## src/rtl/result_normalizer.sv

```systemverilog
`default_nettype none
// ============================================================================
// Module      : result_normalizer
// Description : Iterative floating-point result normalizer. Accepts an
//               unnormalized magnitude with sign and biased exponent, shifts
//               one bit per cycle until the hidden bit is in place (or the
//               value becomes subnormal, zero or overflows), and presents the
//               unrounded mantissa plus guard/sticky bits to a rounder.
// Revision    : 1.0 - initial release
// ============================================================================
module result_normalizer #(
    parameter int EXPONENT_WIDTH = 8,
    parameter int MANTISSA_WIDTH = 23,
    parameter int ROUNDING_BITS  = 3,
    parameter int ACC_WIDTH      = 48
) (
    input  logic                      clk,
    input  logic                      rst_n,
    input  logic                      in_valid,
    output logic                      in_ready,
    input  logic                      in_sign,
    input  logic [EXPONENT_WIDTH-1:0] in_exponent,
    input  logic [ACC_WIDTH-1:0]      in_magnitude,
    output logic                      out_valid,
    input  logic                      out_ready,
    output logic                      out_sign,
    output logic [EXPONENT_WIDTH-1:0] out_exponent,
    output logic [MANTISSA_WIDTH-1:0] out_mantissa,
    output logic [ROUNDING_BITS-1:0]  out_rounding_bits,
    output logic                      out_overflow,
    output logic                      out_zero
);

    // Bit positions inside the magnitude: mantissa lowest bit, lowest guard bit
    localparam int MANT_LO = ACC_WIDTH - 2 - MANTISSA_WIDTH;
    localparam int GRD_LO  = MANT_LO - (ROUNDING_BITS - 1);

    localparam logic [EXPONENT_WIDTH-1:0] EXP_MAX   = {EXPONENT_WIDTH{1'b1}};
    localparam logic [EXPONENT_WIDTH-1:0] EXP_MAXM1 = {{(EXPONENT_WIDTH-1){1'b1}}, 1'b0};
    localparam logic [EXPONENT_WIDTH-1:0] EXP_ONE   = {{(EXPONENT_WIDTH-1){1'b0}}, 1'b1};
    localparam logic [EXPONENT_WIDTH-1:0] EXP_ZERO  = '0;

    typedef enum logic [1:0] {
        IDLE = 2'd0,
        NORM = 2'd1,
        DONE = 2'd2
    } state_t;

    state_t                      state_q, state_d;
    logic                        sign_q, sign_d;
    logic [EXPONENT_WIDTH-1:0]   exp_q, exp_d;
    logic [ACC_WIDTH-1:0]        mag_q, mag_d;
    logic                        sticky_q, sticky_d;

    logic                        out_sign_q, out_sign_d;
    logic [EXPONENT_WIDTH-1:0]   out_exp_q, out_exp_d;
    logic [MANTISSA_WIDTH-1:0]   out_mant_q, out_mant_d;
    logic [ROUNDING_BITS-1:0]    out_rnd_q, out_rnd_d;
    logic                        out_ovf_q, out_ovf_d;
    logic                        out_zero_q, out_zero_d;

    logic                        sticky_bit;
    logic [ROUNDING_BITS-1:0]    round_bits;

    // Sticky collects every magnitude bit below the guard bits plus bits lost to right shifts
    assign sticky_bit = (|mag_q[GRD_LO-1:0]) | sticky_q;

    generate
        if (ROUNDING_BITS > 1) begin : g_guard
            assign round_bits = {mag_q[MANT_LO-1:GRD_LO], sticky_bit};
        end else begin : g_sticky_only
            assign round_bits = sticky_bit;
        end
    endgenerate

    // State and datapath registers; reset abandons any operand in flight
    always_ff @(posedge clk or negedge rst_n) begin
        if (!rst_n) begin
            state_q    <= IDLE;
            sign_q     <= 1'b0;
            exp_q      <= '0;
            mag_q      <= '0;
            sticky_q   <= 1'b0;
            out_sign_q <= 1'b0;
            out_exp_q  <= '0;
            out_mant_q <= '0;
            out_rnd_q  <= '0;
            out_ovf_q  <= 1'b0;
            out_zero_q <= 1'b0;
        end else begin
            state_q    <= state_d;
            sign_q     <= sign_d;
            exp_q      <= exp_d;
            mag_q      <= mag_d;
            sticky_q   <= sticky_d;
            out_sign_q <= out_sign_d;
            out_exp_q  <= out_exp_d;
            out_mant_q <= out_mant_d;
            out_rnd_q  <= out_rnd_d;
            out_ovf_q  <= out_ovf_d;
            out_zero_q <= out_zero_d;
        end
    end

    // Next-state logic: one normalization step per NORM cycle, outputs captured only when entering DONE
    always_comb begin
        state_d    = state_q;
        sign_d     = sign_q;
        exp_d      = exp_q;
        mag_d      = mag_q;
        sticky_d   = sticky_q;
        out_sign_d = out_sign_q;
        out_exp_d  = out_exp_q;
        out_mant_d = out_mant_q;
        out_rnd_d  = out_rnd_q;
        out_ovf_d  = out_ovf_q;
        out_zero_d = out_zero_q;

        case (state_q)
            IDLE: begin
                if (in_valid) begin
                    sign_d   = in_sign;
                    // A zero biased exponent denotes the subnormal scale, the same as exponent 1
                    exp_d    = (in_exponent == EXP_ZERO) ? EXP_ONE : in_exponent;
                    mag_d    = in_magnitude;
                    sticky_d = 1'b0;
                    state_d  = NORM;
                end
            end

            NORM: begin
                if (mag_q == '0) begin
                    state_d    = DONE;
                    out_sign_d = sign_q;
                    out_exp_d  = '0;
                    out_mant_d = '0;
                    out_rnd_d  = '0;
                    out_ovf_d  = 1'b0;
                    out_zero_d = 1'b1;
                end else if ((exp_q == EXP_MAX) ||
                             (mag_q[ACC_WIDTH-1] && (exp_q == EXP_MAXM1))) begin
                    state_d    = DONE;
                    out_sign_d = sign_q;
                    out_exp_d  = EXP_MAX;
                    out_mant_d = '0;
                    out_rnd_d  = '0;
                    out_ovf_d  = 1'b1;
                    out_zero_d = 1'b0;
                end else if (mag_q[ACC_WIDTH-1]) begin
                    mag_d    = {1'b0, mag_q[ACC_WIDTH-1:1]};
                    exp_d    = exp_q + EXP_ONE;
                    sticky_d = sticky_q | mag_q[0];
                end else if (mag_q[ACC_WIDTH-2] || (exp_q == EXP_ONE)) begin
                    // Normal when the hidden bit is set, otherwise subnormal at the minimum exponent
                    state_d    = DONE;
                    out_sign_d = sign_q;
                    out_exp_d  = mag_q[ACC_WIDTH-2] ? exp_q : EXP_ZERO;
                    out_mant_d = mag_q[ACC_WIDTH-3:MANT_LO];
                    out_rnd_d  = round_bits;
                    out_ovf_d  = 1'b0;
                    out_zero_d = 1'b0;
                end else begin
                    mag_d = {mag_q[ACC_WIDTH-2:0], 1'b0};
                    exp_d = exp_q - EXP_ONE;
                end
            end

            DONE: begin
                if (out_ready) begin
                    state_d = IDLE;
                end
            end

            default: begin
                state_d = IDLE;
            end
        endcase
    end

    assign in_ready          = (state_q == IDLE);
    assign out_valid         = (state_q == DONE);
    assign out_sign          = out_sign_q;
    assign out_exponent      = out_exp_q;
    assign out_mantissa      = out_mant_q;
    assign out_rounding_bits = out_rnd_q;
    assign out_overflow      = out_ovf_q;
    assign out_zero          = out_zero_q;

endmodule
`default_nettype wire

```

## config.mk

```make
export PLATFORM = sky130hd
export DESIGN_NAME = result_normalizer
export DESIGN_NICKNAME = d
export VERILOG_FILES = /design/src/rtl/result_normalizer.sv
export SDC_FILE = /design/constraint.sdc
export NUM_CORES = 1
export LEC_CHECK = 0
export CORE_UTILIZATION = 47
export DETAILED_ROUTE_END_ITERATION = 16
export PLACE_DENSITY = 0.76
export SLEW_MARGIN = 20
export SYNTH_ARGS = -nofsm -noshare
export SYNTH_HDL_FRONTEND = slang
export SYNTH_SLANG_ARGS = --single-unit
```

## constraint.sdc

```tcl
create_clock -name clk -period 6 [get_ports clk]
set_input_delay 0.9 -clock clk [delete_from_list [all_inputs] [get_ports clk]]
set_output_delay 0.9 -clock clk [all_outputs]
set_load 0.1 [all_outputs]
```

; ---- Word level (Yosys, flattened, before mapping)
; Index checks and enable logic that the tools add are counted.
[totals]
register_bits = 97
input_bits = 61
out_inout_bits = 39
elab_cells = 93
[op_classes]
addsub = 2
n_eq_ne = 14
muxes = 48
n_bitwise = 2
n_reduce_logical = 15
[op_table]
columns = operator, count
row1 = 48-bit 2-to-1 mux, 5
row2 = 48-bit case mux with 2 select lines, 1
row3 = 23-bit 2-to-1 mux, 4
row4 = 8-bit 2-to-1 mux, 11
row5 = 48-bit zero test, 1
row6 = 21-bit OR reduction, 1
row7 = "8-bit equality test, second input constant", 2
row8 = 8-bit case mux with 2 select lines, 1
row9 = 1-bit 2-to-1 mux, 14
row10 = 2-bit 2-to-1 mux, 6
row11 = 3-bit 2-to-1 mux, 4
row12 = 5-bit AND reduction, 2
row13 = "8-bit by 1-bit adder with 8-bit output, second input constant", 1
row14 = "8-bit by 1-bit equality test with 1-bit output, second input constant", 1
row15 = 8-bit zero test, 1
row16 = "2-bit inequality test, second input constant", 4
row17 = "4-bit inequality test, second input constant", 2
row18 = 4-bit AND reduction, 2
row19 = "8-bit by 1-bit subtractor with 8-bit output, second input constant", 1
row20 = 2-bit case mux with 3 select lines, 1
row21 = "3-bit by 1-bit inequality test with 1-bit output, second input constant", 1
row22 = "3-bit inequality test, second input constant", 1
row23 = 3-bit AND reduction, 1
row24 = 3-bit nonzero test, 1
row25 = 10 further kinds, 12

; ---- Longest topological paths before layout
[depth]
depth_word = 7
ltp_mapped = 10
mapped_depth_nobuf = 8

; ---- Worst setup path after synthesis
; OpenSTA, ideal clock, no wires.
[synth_timing]
path_kind = flip-flop to flip-flop
from = register state_q[0]
to = register mag_q[29]
setup_ps = 125
t_arrival_ps = 2830
required_time_ps = 5875
slack_ps = 3045
path_stages_with_launch = 8
path_buffers = 2
period_less_slack_ps = 2955
cell_sequence = dfrtp_1 > nor2_1 > nand2_1 > o21a_2 > inv_2 > buf_6 > buf_6 > mux2_4
[synth_between]
elab_chain_len = 3
elab_cells_between_ends = 9
cone_classes = 5 x eq/ne / 1 x mux / 3 x reduce/logical
[synth_rtl]
columns = item, line_no
row1 = "start, declared", 49  ; state_t state_q, state_d;
row2 = "start signal, assigned", 91  ; state_q <= state_d;
row3 = 2-bit zero test *, --
row4 = via in_ready, 20  ; output logic in_ready,
row5 = 2-bit inequality test (no line) or 2-bit nonzero test (tied branches), --
row6 = 5-bit AND reduction (no line), --
row7 = "end signal, assigned", 94  ; mag_q <= mag_d;
row8 = "end, declared", 52  ; logic [ACC_WIDTH-1:0] mag_q, mag_d;
; The timed path passes the listed nets; every way through them passes the cells marked *.
; A chain may end at the register's enable or synchronous reset.

; ---- Worst setup path in the final report
[layout_timing]
from = register mag_q[47]
to = register mag_q[28]
[layout_between]
elab_chain_len = 4
elab_cells_between_ends = 11
cone_classes = 3 x eq/ne / 4 x mux / 4 x reduce/logical
[layout_rtl]
columns = item
row1 = branches (longest 4 deep; another with 48-bit zero test)
; Several ways; the timed one is not identified. The select of a mux whose other input is x is not followed.

==> qor.yml <==
ys_warn_count: 0
synthArstFlopShare_pct: 100.0
worst_pin_slew_ps: 1058
slew_violations: 0
setup_viol: 0
rsz0062_at_grt: "false"
track_usage_pct: 23.37
critical_path_class: "flip-flop to flip-flop"
vias: 4212
grt_max_degree: 75
drt_first_pass_iters: 4
cts_setup_buffers: 0
cts.clk_slew.worst_paths_ps: 90
mostFrequentLayoutCell: "clkdlybuf4s50_1"
crit_path_start_kind: "flip-flop"
dpl.hpwl_mm: 8.150
chipHeight_um: 105.5
synth-main-ff-cell: "dfrtp_1"
start_util_pct: 48.53
drc: 0
synth_top_area_share_pct: 48.23
grt_pass1_vias: 4106
routed_wl_mm: 12.38
fmax_ghz: 0.2749
syn_to_final_growth_pct: 24.56
fp.dieW_um: 105.5
grt_pass1_wl_mm: 20.58
diodes: 0
nets: 629
fin_crit_ps: 3638
synthDistinctLibCells: 46
die-area_sq_um: 11130
cp-end-kind: "flip-flop"
clock-sinks: 97
fin_crit_sh_pct: 60.63
slew_headroom_pct: 29.48
outcome: "finished clean"
wl_per_cell_um: 17.56
syn_inst: 489
core_region_area_sq_um: 10370
insertion_delay_ps: 370
cts_buffer_depth: 2
ctsHtreeMaxLevel: 3
syn-cell-area_sq_um: 5032
grt_remaining_overflow: 0
cp.arrival_ps: 3880
antenna_found_initial: 0
layout_common_cells: "clkdlybuf4s50_1, nor2_1, dfrtp_1"
crit_required_ps: 6250
place_congestion: 0.8737
cts_tree: "yes"
drive_gt1_share_pct: 14.24
hold_path_class: "input pin to asynchronous set/reset pin"
r2r_slack_ps: 2360
ant_nets: 0
io_buffers: 99
synthTopCellsByArea: "dfrtp_1, mux2_2, a221oi_1"
crit_fanout: 60
ys_seq_elements: 97
ctsResizeCount: 0
finClkSkew_ps: 10.47
yosysSeqAreaShare_pct: 48.23
drt_iter0_markers: 318
postSynthAreaPerCell_sq_um: 10.29
rows: 37
synth_edf_count: 0
hold_viol: 0
syn-num-nets: 554
cts_buffers: 9
yosysTopAreaCell: "dfrtp_1"
setup-tns-final_ps: 0
via_per_inst: 5.974
io_pins: 100
cts-root-buf: "clkbuf_8"
cts_hold_buffers: 0
max-cap-violations: 0
[cell usage after synthesis, drive strengths merged, types with 8 or more instances]
cell	number
dfrtp	97
nor2	96
mux2	49
a221oi	45
a22o	27
clkbuf	27
a21oi	19
nand2	19
buf	14
nor4	14
nor3	12
o21ai	11
o22a	8
[flip-flops by register name, summed over array words and instances (netlist names)]
signal and cells:
state_q 2, exp_q 8, sticky_q 1, mag_q 48, out_mantissa 23, out_overflow 1, out_zero 1, out_sign 1
out_rounding_bits 3, out_exponent 8, sign_q 1
[routing by layer]
layer | wire length, um | GRT usage [%]
met5 | 0 | 0
met2 | 6006 | 37.50
met1 | 5538 | 32.43
met3 | 652 | 2.845
met4 | 179 | 8.954
[critical path: stages, from the launching register on]
cell and delay, ps:
dfrtp_2 1080, a21oi_1 120, nand4b_1 380, nand3_1 360, o21a_2 260, clkinv_2 710
mux2_2 570
[final timing paths]
kind	startpoint	depth (start not counted)	end
worst min-delay path	rst_n	1	mag_q[1]
max in group asynchronous	rst_n	2	out_mantissa[22]
worst max-delay path	mag_q[47]	6	mag_q[28]
min in group clk	out_overflow	1	out_overflow
worst max register to register	mag_q[47]	6	mag_q[28]
worst min register to register	out_overflow	1	out_overflow
[cell families (layout without fill, tap and decap cells)]
group           after synthesis  after routing  synth area share, %
compound gates              126            126                19.59
xor+xnor                      1              1               0.1741
mux                          51             51                11.96
flops                        97             97                48.23
fa+ha+maj                     4              4               0.9946
buf+inv                      48            128                4.127
simple gates                162            162                14.92
[stage by stage]
step | area, sq um | hold WS, ps | cells | util (%) | setup WS [ps]
6_report | 6269 | 474.6 | 705 | 60.45 | 2362
5_1_grt | 6269 | 501.7 | 705 | 60.45 | 2111
4_1_cts | 6267 | 491.2 | 705 | 60.44 | 2497
3_5_place_dp | 6085 | 469.1 | 689 | 58.68 | 2540
3_3_place_gp | 6077 | 471.9 | 689 | 58.60 | 2593
2_1_floorplan | 5032 | 466.3 | 489 | - | 3045
[layout make-up]
type,count,area [sq um]
timing repair buffer,105,1033
fill,905,4101
clock inverter,4,27.53
inverter,7,27.53
multi-input combinational,344,2426
sequential,97,2429
clock buffer,12,155.1
tap,136,170.2
Power is not shown: default switching activity piles up to over one toggle a cycle in this logic, so the estimate is an artifact.
